## src/rtl/clock_step_ctrl_pkg.sv

```systemverilog
// Shared encodings for the stepping clock controller: operating modes and
// the phase FSM states.
package clock_step_pkg;

  typedef enum logic [1:0] {
    MODE_HALT  = 2'b00,
    MODE_RUN   = 2'b01,
    MODE_STEP  = 2'b10,
    MODE_BURST = 2'b11
  } mode_t;

  // SlowClk is high exactly in ST_HIGH.
  typedef enum logic [1:0] {
    ST_IDLE = 2'b00,
    ST_HIGH = 2'b01,
    ST_LOW  = 2'b10
  } state_t;

endpackage

```

## src/rtl/clock_step_ctrl_if.sv

```systemverilog
// Control and clock-output bundle of clock_step_ctrl.
// There is no valid/ready handshake on this bus: Mode, Div and Burst_len are
// level controls sampled on every rising Clock edge, Step_pb is a raw
// asynchronous active-low button, and SlowClk/Tick/Busy are registered
// outputs that change only after a rising Clock edge (or on reset).
// dbg_state and dbg_pb_level expose the FSM state and debounced button level.
interface clock_step_ctrl_if #(
  parameter int DIV_WIDTH   = 26,
  parameter int BURST_WIDTH = 4
);
  import clock_step_pkg::*;

  logic [1:0]             Mode;
  logic [DIV_WIDTH-1:0]   Div;
  logic [BURST_WIDTH-1:0] Burst_len;
  logic                   Step_pb;
  logic                   SlowClk;
  logic                   Tick;
  logic                   Busy;
  state_t                 dbg_state;
  logic                   dbg_pb_level;

  modport master (
    output Mode, Div, Burst_len, Step_pb,
    input  SlowClk, Tick, Busy, dbg_state, dbg_pb_level
  );

  modport slave (
    input  Mode, Div, Burst_len, Step_pb,
    output SlowClk, Tick, Busy, dbg_state, dbg_pb_level
  );

endinterface

```

## src/rtl/clock_step_ctrl_debounce.sv

```systemverilog
// Pushbutton conditioner: two-flop synchroniser followed by a debouncer that
// only changes its level after DEBOUNCE_CYCLES consecutive samples that all
// disagree with the current level. press pulses for one cycle on an accepted
// 1->0 (pressed) edge. Reusable for any active-low board button.
module pb_debounce #(
  parameter int DEBOUNCE_CYCLES = 500000
) (
  input  logic Clock,
  input  logic Reset,
  input  logic pb_raw,
  output logic level,
  output logic press
);

  localparam int CW = (DEBOUNCE_CYCLES > 1) ? $clog2(DEBOUNCE_CYCLES) : 1;
  localparam logic [CW-1:0] LAST = CW'(DEBOUNCE_CYCLES - 1);

  logic [1:0]    sync_q;
  logic [CW-1:0] cnt_q;

  // Synchroniser, reset to the released level.
  always_ff @(posedge Clock or negedge Reset) begin
    if (!Reset) sync_q <= 2'b11;
    else        sync_q <= {sync_q[0], pb_raw};
  end

  // Count consecutive disagreeing samples; accept the new level on the last one.
  always_ff @(posedge Clock or negedge Reset) begin
    if (!Reset) begin
      cnt_q <= '0;
      level <= 1'b1;
      press <= 1'b0;
    end else begin
      press <= 1'b0;
      if (sync_q[1] == level) begin
        cnt_q <= '0;
      end else if (cnt_q == LAST) begin
        cnt_q <= '0;
        level <= sync_q[1];
        press <= ~sync_q[1];
      end else begin
        cnt_q <= cnt_q + 1'b1;
      end
    end
  end

endmodule

```

## src/rtl/clock_step_ctrl.sv

```systemverilog
// Divided / single-step / burst clock generator for a slow demo processor.
// A three-state FSM (IDLE, HIGH, LOW) times each phase for Div_eff cycles,
// latching Div_eff on phase entry so Div changes land on phase boundaries.
// RUN free-runs, STEP gives one period per accepted press, BURST gives
// Burst_len_eff periods per press. Changing Mode mid-sequence aborts it.
module clock_step_ctrl
  import clock_step_pkg::*;
#(
  parameter int DIV_WIDTH       = 26,
  parameter int DEBOUNCE_CYCLES = 500000,
  parameter int BURST_WIDTH     = 4
) (
  input  logic              Clock,
  input  logic              Reset,
  clock_step_ctrl_if.slave  bus
);

  state_t                 state, state_nxt;
  logic [DIV_WIDTH-1:0]   phase_cnt, phase_cnt_nxt;
  logic [DIV_WIDTH-1:0]   div_lat, div_lat_nxt;
  logic [BURST_WIDTH:0]   burst_cnt, burst_cnt_nxt;
  logic [1:0]             seq_mode, seq_mode_nxt;
  logic                   slow_q, tick_q, busy_q;
  logic                   slow_nxt, tick_nxt, busy_nxt;
  logic [DIV_WIDTH-1:0]   div_eff;
  logic [BURST_WIDTH:0]   burst_eff;
  logic                   press;
  logic                   pb_level;

  pb_debounce #(.DEBOUNCE_CYCLES(DEBOUNCE_CYCLES)) u_pb (
    .Clock  (Clock),
    .Reset  (Reset),
    .pb_raw (bus.Step_pb),
    .level  (pb_level),
    .press  (press)
  );

  assign div_eff   = (bus.Div == '0) ? DIV_WIDTH'(1) : bus.Div;
  assign burst_eff = (bus.Burst_len == '0) ? {1'b1, {BURST_WIDTH{1'b0}}}
                                           : {1'b0, bus.Burst_len};

  // State, phase counter, latched divisor, period counter and output registers.
  always_ff @(posedge Clock or negedge Reset) begin
    if (!Reset) begin
      state     <= ST_IDLE;
      phase_cnt <= '0;
      div_lat   <= '0;
      burst_cnt <= '0;
      seq_mode  <= MODE_HALT;
      slow_q    <= 1'b0;
      tick_q    <= 1'b0;
      busy_q    <= 1'b0;
    end else begin
      state     <= state_nxt;
      phase_cnt <= phase_cnt_nxt;
      div_lat   <= div_lat_nxt;
      burst_cnt <= burst_cnt_nxt;
      seq_mode  <= seq_mode_nxt;
      slow_q    <= slow_nxt;
      tick_q    <= tick_nxt;
      busy_q    <= busy_nxt;
    end
  end

  // Next-state: start conditions, phase timing, period counting and abort.
  always_comb begin
    state_nxt     = state;
    phase_cnt_nxt = phase_cnt;
    div_lat_nxt   = div_lat;
    burst_cnt_nxt = burst_cnt;
    seq_mode_nxt  = seq_mode;
    unique case (state)
      ST_IDLE: begin
        if (bus.Mode == MODE_RUN) begin
          state_nxt     = ST_HIGH;
          phase_cnt_nxt = '0;
          div_lat_nxt   = div_eff;
          burst_cnt_nxt = '0;
          seq_mode_nxt  = MODE_RUN;
        end else if (press && (bus.Mode == MODE_STEP || bus.Mode == MODE_BURST)) begin
          // Presses in HALT/RUN or while a sequence runs never reach here.
          state_nxt     = ST_HIGH;
          phase_cnt_nxt = '0;
          div_lat_nxt   = div_eff;
          burst_cnt_nxt = (bus.Mode == MODE_STEP) ? (BURST_WIDTH+1)'(1) : burst_eff;
          seq_mode_nxt  = bus.Mode;
        end
      end
      ST_HIGH, ST_LOW: begin
        if (bus.Mode != seq_mode) begin
          state_nxt     = ST_IDLE;
          phase_cnt_nxt = '0;
          div_lat_nxt   = '0;
          burst_cnt_nxt = '0;
          seq_mode_nxt  = MODE_HALT;
        end else if (phase_cnt == div_lat - DIV_WIDTH'(1)) begin
          phase_cnt_nxt = '0;
          div_lat_nxt   = div_eff;
          if (state == ST_HIGH) begin
            state_nxt = ST_LOW;
          end else if (seq_mode == MODE_RUN) begin
            state_nxt = ST_HIGH;
          end else begin
            burst_cnt_nxt = burst_cnt - 1'b1;
            if (burst_cnt <= (BURST_WIDTH+1)'(1)) begin
              state_nxt    = ST_IDLE;
              div_lat_nxt  = '0;
              seq_mode_nxt = MODE_HALT;
            end else begin
              state_nxt = ST_HIGH;
            end
          end
        end else begin
          phase_cnt_nxt = phase_cnt + DIV_WIDTH'(1);
        end
      end
      default: begin
        state_nxt     = ST_IDLE;
        phase_cnt_nxt = '0;
        div_lat_nxt   = '0;
        burst_cnt_nxt = '0;
        seq_mode_nxt  = MODE_HALT;
      end
    endcase
  end

  // Output decode of the next state so every output leaves a flop.
  always_comb begin
    slow_nxt = (state_nxt == ST_HIGH);
    tick_nxt = (state_nxt == ST_HIGH) && (state != ST_HIGH);
    busy_nxt = (state_nxt != ST_IDLE) && (seq_mode_nxt != MODE_RUN);
  end

  assign bus.SlowClk      = slow_q;
  assign bus.Tick         = tick_q;
  assign bus.Busy         = busy_q;
  assign bus.dbg_state    = state;
  assign bus.dbg_pb_level = pb_level;

endmodule

```

## src/flat_wrapper.sv

```systemverilog
// flat-port wrapper written by rule: the top's interface ports become plain ports
module clock_step_ctrl_flat import clock_step_pkg::*;
#(
  parameter int DIV_WIDTH       = 26,
  parameter int DEBOUNCE_CYCLES = 500000,
  parameter int BURST_WIDTH     = 4
)
  (Clock, Reset, bus_Mode, bus_Div, bus_Burst_len, bus_Step_pb, bus_SlowClk, bus_Tick, bus_Busy, bus_dbg_state, bus_dbg_pb_level);
  clock_step_ctrl_if #(.DIV_WIDTH(DIV_WIDTH), .BURST_WIDTH(BURST_WIDTH)) bus_i ();
  input  logic Clock;
  input  logic Reset;
  input wire logic [$bits(bus_i.Mode)-1:0] bus_Mode;
  input wire logic [$bits(bus_i.Div)-1:0] bus_Div;
  input wire logic [$bits(bus_i.Burst_len)-1:0] bus_Burst_len;
  input wire logic [$bits(bus_i.Step_pb)-1:0] bus_Step_pb;
  output wire logic [$bits(bus_i.SlowClk)-1:0] bus_SlowClk;
  output wire logic [$bits(bus_i.Tick)-1:0] bus_Tick;
  output wire logic [$bits(bus_i.Busy)-1:0] bus_Busy;
  output wire logic [$bits(bus_i.dbg_state)-1:0] bus_dbg_state;
  output wire logic [$bits(bus_i.dbg_pb_level)-1:0] bus_dbg_pb_level;
  assign bus_i.Mode = bus_Mode;
  assign bus_i.Div = bus_Div;
  assign bus_i.Burst_len = bus_Burst_len;
  assign bus_i.Step_pb = bus_Step_pb;
  assign bus_SlowClk = bus_i.SlowClk;
  assign bus_Tick = bus_i.Tick;
  assign bus_Busy = bus_i.Busy;
  assign bus_dbg_state = bus_i.dbg_state;
  assign bus_dbg_pb_level = bus_i.dbg_pb_level;
  clock_step_ctrl #(.DIV_WIDTH(DIV_WIDTH), .DEBOUNCE_CYCLES(DEBOUNCE_CYCLES), .BURST_WIDTH(BURST_WIDTH)) u_core (.Clock(Clock), .Reset(Reset), .bus(bus_i));
endmodule
```

## config.mk

```make
export PLATFORM = sky130hd
export DESIGN_NAME = clock_step_ctrl_flat
export DESIGN_NICKNAME = d
export VERILOG_FILES = /design/src/rtl/clock_step_ctrl_pkg.sv /design/src/rtl/clock_step_ctrl_if.sv /design/src/rtl/clock_step_ctrl_debounce.sv /design/src/rtl/clock_step_ctrl.sv /design/src/flat_wrapper.sv
export SDC_FILE = /design/constraint.sdc
export NUM_CORES = 1
export LEC_CHECK = 0
export CAP_MARGIN = 30
export CORE_MARGIN = 3
export CORE_UTILIZATION = 35
export DETAILED_ROUTE_END_ITERATION = 6
export MAX_ROUTING_LAYER = met4
export PLACE_DENSITY = 0.53
export REMOVE_ABC_BUFFERS = 1
export SLEW_MARGIN = 20
export SYNTH_ARGS = -nofsm -noshare
export SYNTH_HDL_FRONTEND = slang
export SYNTH_SLANG_ARGS = --single-unit
export TNS_END_PERCENT = 100
```

## constraint.sdc

```tcl
create_clock -name Clock -period 9.6 [get_ports Clock]
set_input_delay 0.96 -clock Clock [delete_from_list [all_inputs] [get_ports Clock]]
set_output_delay 0.96 -clock Clock [all_outputs]
set_load 0.01 [all_outputs]
```

==> reports/results.txt <==
Run status: finished, final reports clean
Later-pin clock latency in the skew report: 350 ps
Multi-input gate area: 2920 µm²
RSZ-0062 raised after global routing: false
Largest stage delay, worst path: 540 ps
Yosys top cell by area: dfrtp_1
Initial antenna violation count: 0
Synth async-reset ratio: 100%
Number of cell rows: 44
Synth top area share: 39.2%
Fin Setup TNS: 0 ps
Final setup fails: 0
Distinct cells, synth: 64
Hold crit path type: reg -> reg
CTS Sinks: 87
GPL Wtd Cong: 0.828
# H-tree levels: 3
Pre-CTS WS: 5280 ps
Post-synthesis sequential area ratio: 40.6%
Die ar.: 16,900 µm²
Hpwl dp: 9590 µm
Pin count of the biggest net entering global routing: 48
Critical path cell sequence: inv_1 -> ha_1 -> or4b_1 -> nor4_1 -> xnor2_1 -> o21ai_1 -> nor4_4 -> a31oi_4 -> or2_1 -> buf_8 -> a2111oi_2
Fin crit period: 3990 ps
Worst-path clk slew: 70 ps
Final critical-path setup slack: 5610 ps
Setup crit end kind: register
Final ANT Viol Nets: 0
EDFF count, synth: 0
CTS Buffer Depth: 2
Die height: 130 µm
# port buffers: 40
PostCTS Resize Cnt: 0
Fin crit share: 41.6%
Storage cell area: 2180 µm²
TritonCTS clock tree: done
Starting DRT DRC Count: 219
Yosys reg bits: 87
Area delta synth->final: 16.1%
Worst VDD drop: 124 µV
Post-CTS setup buffer count: 0
Hold Violations, Final: 0
Via Count: 4,374
Width of the chip: 130 µm
Synth area leaders: dfrtp_1, xor2_1, nor2_1, xnor2_1, o21ai_0
Top_reg_cell synth: dfrtp_1
Initial Util: 36.4%
Clock root cell: clkbuf_16
All-Layer GR Usage: 17.1%
N_diodes: 0
Setup Skew: 10.3 ps
Top fanout value on the critical path: 36
Fill cell total of the finished layout: 1,505
Pleak: 0.00259 µW
Max-cap violations: 0
Pwr dens: 242 nW/µm²
Detailed-route wire length per cell: 16.1 µm
DRC viols: 0
IO Count: 41
First-pass DRT Iterations: 4
Post-Synthesis Cell Area: 5370 µm²
Worst Tran Pin Value: 844 ps
Slew Viols, Final: 0
Buf/Inv on CP: 2
Layout cells sized above 1: 7.63%
Slew headroom: 43.8%
Top Family by Delay on Critical Path: simple AND/OR/NAND/NOR gates
Crit-path slowest cell: or4b_1
Crit path required time: 9850 ps
Total Wirelength: 13,100 µm
DR vias/cell: 5.38
Mean Syn Cell Area: 9.05 µm²
Worst setup SP type: register
CP Class: reg -> reg
Max Fclk: 250 MHz
Worst path arrival time: 4240 ps
CTS Buf Count: 9
Most frequent cells in the layout: dfrtp_1, nor2_1, xor2_1
Synth warnings: 0
Synthesized netlist cell count: 593
Final nets: 668
Number of global-route vias before repair: 4,418
First-pass GRT wire length: 22,200 µm
Commonest non-fill, non-tap cell in the layout: dfrtp_1
Core Footprint: 14,800 µm²
# hold bufs at CTS: 0
Total grt overflow: 0
Yosys cell counts (4+ instances only):
cell type	n
xnor2_1	32
inv_1	38
mux2i_1	4
or3_1	4
nand3_1	29
o21ai_0	41
and3_1	7
nor4b_1	4
dfrtp_1	84
xor2_1	43
o31ai_1	20
clkbuf_1	16
and4_1	5
nor3b_1	4
or4_1	4
nor4_1	16
a21oi_1	9
nor3_1	13
nor2b_1	7
ha_1	9
nand4_1	16
nor2_1	79
mux2_2	4
nand2_1	33
nand2b_1	4
buf_6	5
metrics by stage:
| stage | hold WS, ps | instances | total power [µW] | instance area, µm² | util, % |
|---|---|---|---|---|---|
| floorplan | 345 | 568 | 947 | 5240 | - |
| global placement | 345 | 795 | 1120 | 5890 | 39.9 |
| detailed placement | 347 | 795 | 1130 | 5890 | 39.9 |
| CTS | 358 | 811 | 1520 | 6210 | 42.1 |
| global route | 365 | 813 | 1620 | 6230 | 42.3 |
| finish | 358 | 813 | 1510 | 6230 | 42.3 |
metal layers:
metal | routed length [µm] | global-route usage [%]
met1 | 6280 | 22.2
met2 | 6250 | 27.3
met3 | 437 | 4.22
met4 | 145 | 3.91
met5 | 0 | -
area by class of cell:
class,count,share of cell area (%)
multi-input cells,443,46.8
clock buffers,9,3.61
well taps,184,3.69
clock inverters,7,1.57
inverters,38,2.29
repair buffers,45,7.06
flip-flops and latches,87,35.0
flip-flops by register name, indices dropped and copies added, names as in the netlist:
signal                cells
u_core.phase_cnt         26
u_core.burst_cnt          5
u_core.u_pb.sync_q        2
u_core.bus.SlowClk        1
u_core.div_lat           26
u_core.u_pb.level         1
u_core.bus.dbg_state      2
u_core.u_pb.press         1
u_core.bus.Tick           1
u_core.seq_mode           2
u_core.bus.Busy           1
u_core.u_pb.cnt_q        19
worst reg2reg max path, delay by kind of cell (launching register included):
kind	cells	cell delay [ps]
AND/OR/NAND/NOR	4	1860
buffers and inverters	2	310
flip-flops	1	450
AO/OA/AOI/OAI	3	920
adder cells (fa/ha/maj)	1	190
XOR/XNOR	1	160
where the power goes:
part | leakage (µW) | internal (µW) | switching [µW]
Sequential | 0.00116 | 435 | 98.1
Clock | 0.000159 | 211 | 168
Combinational | 0.00127 | 248 | 349
worst paths after layout:
kind                                                 startpoint                               end  slack (ps)  cells after the start
worst min register to register  u_core.u_pb.sync_q[0]$_DFF_PN1_   u_core.u_pb.sync_q[1]$_DFF_PN1_         360                      0
worst max register to register    u_core.div_lat[0]$_DFFE_PN0P_         u_core.bus.Tick$_DFF_PN0_        5610                     11
max in group asynchronous                                 Reset    u_core.div_lat[16]$_DFFE_PN0P_        8020                      2
worst min-delay path            u_core.u_pb.sync_q[0]$_DFF_PN1_   u_core.u_pb.sync_q[1]$_DFF_PN1_         360                      0
min in group asynchronous                                 Reset  u_core.phase_cnt[20]$_DFFE_PN0P_         600                      1
worst max-delay path              u_core.div_lat[0]$_DFFE_PN0P_         u_core.bus.Tick$_DFF_PN0_        5610                     11
cell families after synthesis:
kind of cell,after synthesis,synth area share (%)
buffers and inverters,63,5.15
AOI/OAI and AO/OA,103,13.0
xor gates and xnor gates,76,12.7
muxes,8,1.58
and+or+nand+nor,247,24.9
adders and majority gates,9,2.10
DFF,87,40.6
No activity file was read; power rests on OpenSTA's default activity.
==> patch 1: new RTL, same flow settings <==
`DIV_WIDTH` is set to 26 in 3 places; all go to 13.
--- a/src/rtl/clock_step_ctrl_if.sv
+++ b/src/rtl/clock_step_ctrl_if.sv
@@ -5,7 +5,7 @@
 // outputs that change only after a rising Clock edge (or on reset).
 // dbg_state and dbg_pb_level expose the FSM state and debounced button level.
 interface clock_step_ctrl_if #(
-  parameter int DIV_WIDTH   = 26,
+  parameter int DIV_WIDTH   = 13,
   parameter int BURST_WIDTH = 4
 );
   import clock_step_pkg::*;
--- a/src/rtl/clock_step_ctrl.sv
+++ b/src/rtl/clock_step_ctrl.sv
@@ -6,7 +6,7 @@
 module clock_step_ctrl
   import clock_step_pkg::*;
 #(
-  parameter int DIV_WIDTH       = 26,
+  parameter int DIV_WIDTH       = 13,
   parameter int DEBOUNCE_CYCLES = 500000,
   parameter int BURST_WIDTH     = 4
 ) (
--- a/src/flat_wrapper.sv
+++ b/src/flat_wrapper.sv
@@ -1,7 +1,7 @@
 // flat-port wrapper written by rule: the top's interface ports become plain ports
 module clock_step_ctrl_flat import clock_step_pkg::*;
 #(
-  parameter int DIV_WIDTH       = 26,
+  parameter int DIV_WIDTH       = 13,
   parameter int DEBOUNCE_CYCLES = 500000,
   parameter int BURST_WIDTH     = 4
 )
Ports: changed (resized bus_Div); port bits go from 41 to 28. No check against the original RTL was run, so the function may have changed too.
==> patch 1 against the unedited design <==
Critical path depth down 1; via count down 36%; routed wire length down 41%; worst setup slack better by 0.91 ns; global-route usage down 2.3 points; non-clock buffer count down 17; cell area down 34%; clock skew up 0.0014 ns; synthesized area down 35%; power down 36%; sequential cell count down 26; largest cell class unchanged.
==> patch 1: results (changes against the unedited design) <==
Filler Cell Count 948 (-37%); M1 GR Usage 0.179 (-0.0431); VDD IR max 123 µV (-0.27%); largest net degree at the start of global routing 62 (+29%); R2R setup slack 6.52 ns (+0.91 ns); sequential share of the synthesized area 0.436 (+0.0300); number of port buffers 27 (-33%); Async SR Flop Fraction 1.00 (unchanged); met3 routed wirelength 204 µm (-53%); Iter 0 DRT Violations 165 (-25%); normalized max-slew margin 0.480 (+0.0427); Arr. time, crit path 3.31 ns (-0.93 ns); slowest CP cell dfrtp_1; placed cell count 534 (-33%); DRT Wirelength 7.68 mm (-41%); global-route wire length before repair 13.0 mm (-41%); top cell family by delay on the critical path compound AO/OA/AOI/OAI gates; worst hold slack 0.361 ns (+0.00302 ns); total global-route track usage 0.148 (-0.0228); vias after detailed routing 2791 (-36%); top cells by area, synth dfrtp_1, xor2_1, nand2_1; Pint 616 µW (-31%); reg2reg path depth 10 (-1); Critical Path Max Stage Delay 0.43 ns (-0.11 ns); post-CTS resize count 0 (unchanged); critical path fanouts, max 35 (-2.8%); top_reg_cell synth dfrtp_1; Yosys cell types 58 (-9.4%); met2 usage 0.241 (-0.0315); met2 routed WL 3.78 mm (-39%); Post-DP Area 0.00389 mm² (-34%); Seq pwr share 0.372 (+0.019); hpwl dp 5.64 mm (-41%); share of post-route cells with drive strength above 1 0.0903 (+0.0139); GRT met3 Usage 0.0364 (-0.00573); routability cong. 0.937 (+13%); Power Total 959 µW (-36%); clock latency on the worst-skew pair 0.33 ns (-0.02 ns); top post-synthesis cells by count nand2_1, dfrtp_1, nor2_1; post-route insts no fill 550 (-32%); Initial DRT Pass Iterations 4 (unchanged); Synth Instances 388 (-35%); P_comb 320 µW (-46%); biggest regs u_core.u_pb.cnt_q: 19 flops, u_core.div_lat: 13 flops, u_core.phase_cnt: 13 flops; worst slack at placement 5.92 ns (+0.638 ns); WL met1 3.56 mm (-43%); CTS root buf clkbuf_8; # nets final 447 (-33%); Critical R2R Capture u_core.burst_cnt[0]$_DFFE_PN0P_; Clock Skews 0.0117 ns (+0.00143 ns); outcome complete, no violations
==> patch 1: kinds of logic (layout without fill, tap and decap cells) <==
kind of cell | after synthesis | in the layout | synth area share
flip-flops | 61 | 61 | 0.436
AO/OA/AOI/OAI | 59 | 59 | 0.118
XOR/XNOR | 41 | 41 | 0.102
adder cells (fa/ha/maj) | 9 | 9 | 0.0321
multiplexers | 5 | 5 | 0.0178
buffers and inverters | 20 | 53 | 0.0235
AND/OR/NAND/NOR | 193 | 193 | 0.270
==> patch 1: worst max-delay path by stage <==
stage,from,to,slack [ns]
floorplan,u_core.div_lat[0]$_DFFE_PN0P_,u_core.burst_cnt[4]$_DFFE_PN0P_,6.98
finish,u_core.div_lat[0]$_DFFE_PN0P_,u_core.burst_cnt[0]$_DFFE_PN0P_,6.52
global route,u_core.div_lat[0]$_DFFE_PN0P_,u_core.bus.SlowClk$_DFF_PN0_,6.27
CTS,bus_Mode[1],u_core.div_lat[0]$_DFFE_PN0P_,6.28
global placement,bus_Mode[1],u_core.div_lat[0]$_DFFE_PN0P_,6.06
detailed placement,bus_Mode[1],u_core.div_lat[0]$_DFFE_PN0P_,5.92
==> patch 1: area by class of cell <==
cell class,count,area [µm²],share of cell area
multi-input combinational,307,1900,0.458
sequential,61,1530,0.369
timing repair buffer,28,273,0.0658
tap,129,161,0.0389
clock buffer,11,141,0.0341
clock inverter,5,106,0.0257
inverter,9,33.8,0.00815
==> patch 1: worst register-to-register path, cell delays in order (launching register included) <==
cell	delay [ns]
dfrtp_1	0.43
inv_1	0.08
ha_1	0.18
nor2b_1	0.37
a21oi_1	0.13
a2111oi_0	0.37
and4_1	0.26
o2111a_4	0.30
o21ai_4	0.23
or2_4	0.36
o31ai_1	0.28
==> patch 2: new RTL, config.mk and constraints unchanged <==
Made on the original files. Reset style: synchronous (`Reset`), changed in 3 clocked blocks. Comments in the files are not updated.
--- a/src/rtl/clock_step_ctrl_debounce.sv
+++ b/src/rtl/clock_step_ctrl_debounce.sv
@@ -19,13 +19,13 @@
   logic [CW-1:0] cnt_q;
 
   // Synchroniser, reset to the released level.
-  always_ff @(posedge Clock or negedge Reset) begin
+  always_ff @(posedge Clock) begin
     if (!Reset) sync_q <= 2'b11;
     else        sync_q <= {sync_q[0], pb_raw};
   end
 
   // Count consecutive disagreeing samples; accept the new level on the last one.
-  always_ff @(posedge Clock or negedge Reset) begin
+  always_ff @(posedge Clock) begin
     if (!Reset) begin
       cnt_q <= '0;
       level <= 1'b1;
--- a/src/rtl/clock_step_ctrl.sv
+++ b/src/rtl/clock_step_ctrl.sv
@@ -40,7 +40,7 @@
                                            : {1'b0, bus.Burst_len};
 
   // State, phase counter, latched divisor, period counter and output registers.
-  always_ff @(posedge Clock or negedge Reset) begin
+  always_ff @(posedge Clock) begin
     if (!Reset) begin
       state     <= ST_IDLE;
       phase_cnt <= '0;
Formal check against the unedited RTL: differs if Reset is asserted again (counterexample within 4 cycles, from zero or initial values and one cycle with Reset low); with Reset held inactive, the same outputs for 10 cycles.
==> patch 2 against the unedited design <==
Sequential share of layout area down 6.0 points; synthesized area is 3.2% lower; worst setup slack better by 0.32 ns; critical path type unchanged; routed wire length up 3.7%; count of clock-buffer cells in the layout rose by 1; sequential cell count stayed put; cell area is 3.6% lower.
Power is not compared: it rests on default switching activity, and its combinational part moved more than twofold at a synthesized area within 25%.
==> patch 2: results (changes against the unedited design) <==
Synth Warn # 0 (unchanged); Clock Skews 0.0130 ns (+0.00267 ns); Pint 645 µW; Seq pwr share 0.422; Filler Cell Count 1484 (-1.4%); share of post-route cells with drive strength above 1 0.0579 (-0.0184); Power Total 942 µW; Async SR Flop Fraction 0 (-1.00); placed cell count 837 (+5.3%); normalized max-slew margin 0.510 (+0.0728); Yosys cell types 63 (-1.6%); VDD IR max just over 80 µV; global-route wire length before repair 22.9 mm (+3.3%); outcome complete, no violations; Ant. Diodes 0 (unchanged); largest net degree at the start of global routing 37 (-23%); routability cong. 0.910 (+9.9%); vias per cell 5.31 (-1.3%); gr ovfl total 0 (unchanged); # setup viols final 0 (unchanged); Arr. time, crit path 3.94 ns (-0.30 ns); vias after detailed routing 4531 (+3.6%); critical path fanouts, max 23 (-36%); top_reg_cell synth dfxtp_1; Critical Path Max Stage Delay 0.61 ns (+0.07 ns); total global-route track usage 0.180 (+0.00891); WL per Instance 15.9 µm (-1.1%); slowest CP cell nor4_2; Initial DRT Pass Iterations 4 (unchanged); P_clk between 300 and 400 µW; hpwl dp 10.5 mm (+9.6%); sequential share of the synthesized area 0.335 (-0.0712); area taken by multi-input logic gates 0.00330 mm² (+13%); # nets final 712 (+6.6%); Iter 0 DRT Violations 292 (+33%); number of global-route vias before repair 4404 (-0.32%); top post-synthesis cells by count nand2_1, nor2_1, dfxtp_1; Post-DP Area 0.00573 mm² (-2.8%); Mean Syn Cell Area 8.15 µm² (-10%); top cells by area, synth dfxtp_1, nand2_1, xor2_1; worst slack at placement 5.95 ns (+0.665 ns)
patch 2: cell types whose count changed after synthesis, moves of 18 or more:
cell,before,now
dfxtp_1,0,87
dfrtp_1,84,0
nand2_1,33,92
o21ai_0,41,14
mux2i_1,4,30
inv_1,38,13
o31ai_1,20,2
patch 2: cell type report:
type | count | share of cell area
multi-input cells | 515 | 0.549
flip-flops and latches | 87 | 0.290
repair buffers | 42 | 0.0691
clock buffers | 10 | 0.0381
well taps | 180 | 0.0375
clock inverters | 6 | 0.00833
inverters | 13 | 0.00812
patch 2: metal layers:
metal  GRT usage  wire (µm)
met5           -          0
met4      0.0512        213
met3      0.0317        476
met2       0.272       5950
met1       0.248       6960
patch 2: final timing paths:
kind	start	to	slack (ns)	cells past startpoint
hold reg to reg	u_core.u_pb.sync_q[0]$_SDFF_PN1_	u_core.u_pb.sync_q[1]$_SDFF_PN1_	0.41	1
setup reg to reg	u_core.div_lat[3]$_SDFFE_PN0P_	u_core.div_lat[18]$_SDFFE_PN0P_	5.92	8
hold / removal	u_core.u_pb.sync_q[0]$_SDFF_PN1_	u_core.u_pb.sync_q[1]$_SDFF_PN1_	0.41	1
setup / recovery	u_core.div_lat[3]$_SDFFE_PN0P_	u_core.div_lat[18]$_SDFFE_PN0P_	5.92	8
patch 2: cell families (layout without fill, tap and decap cells):
kind of cell / count (synthesis) / after routing / share of synthesized area
AND/OR/NAND/NOR: 332 / 332 / 0.324
buffers and inverters: 36 / 71 / 0.0315
multiplexers: 30 / 30 / 0.0578
adder cells (fa/ha/maj): 9 / 9 / 0.0217
XOR/XNOR: 77 / 77 / 0.132
flip-flops: 87 / 87 / 0.335
AO/OA/AOI/OAI: 67 / 67 / 0.0977
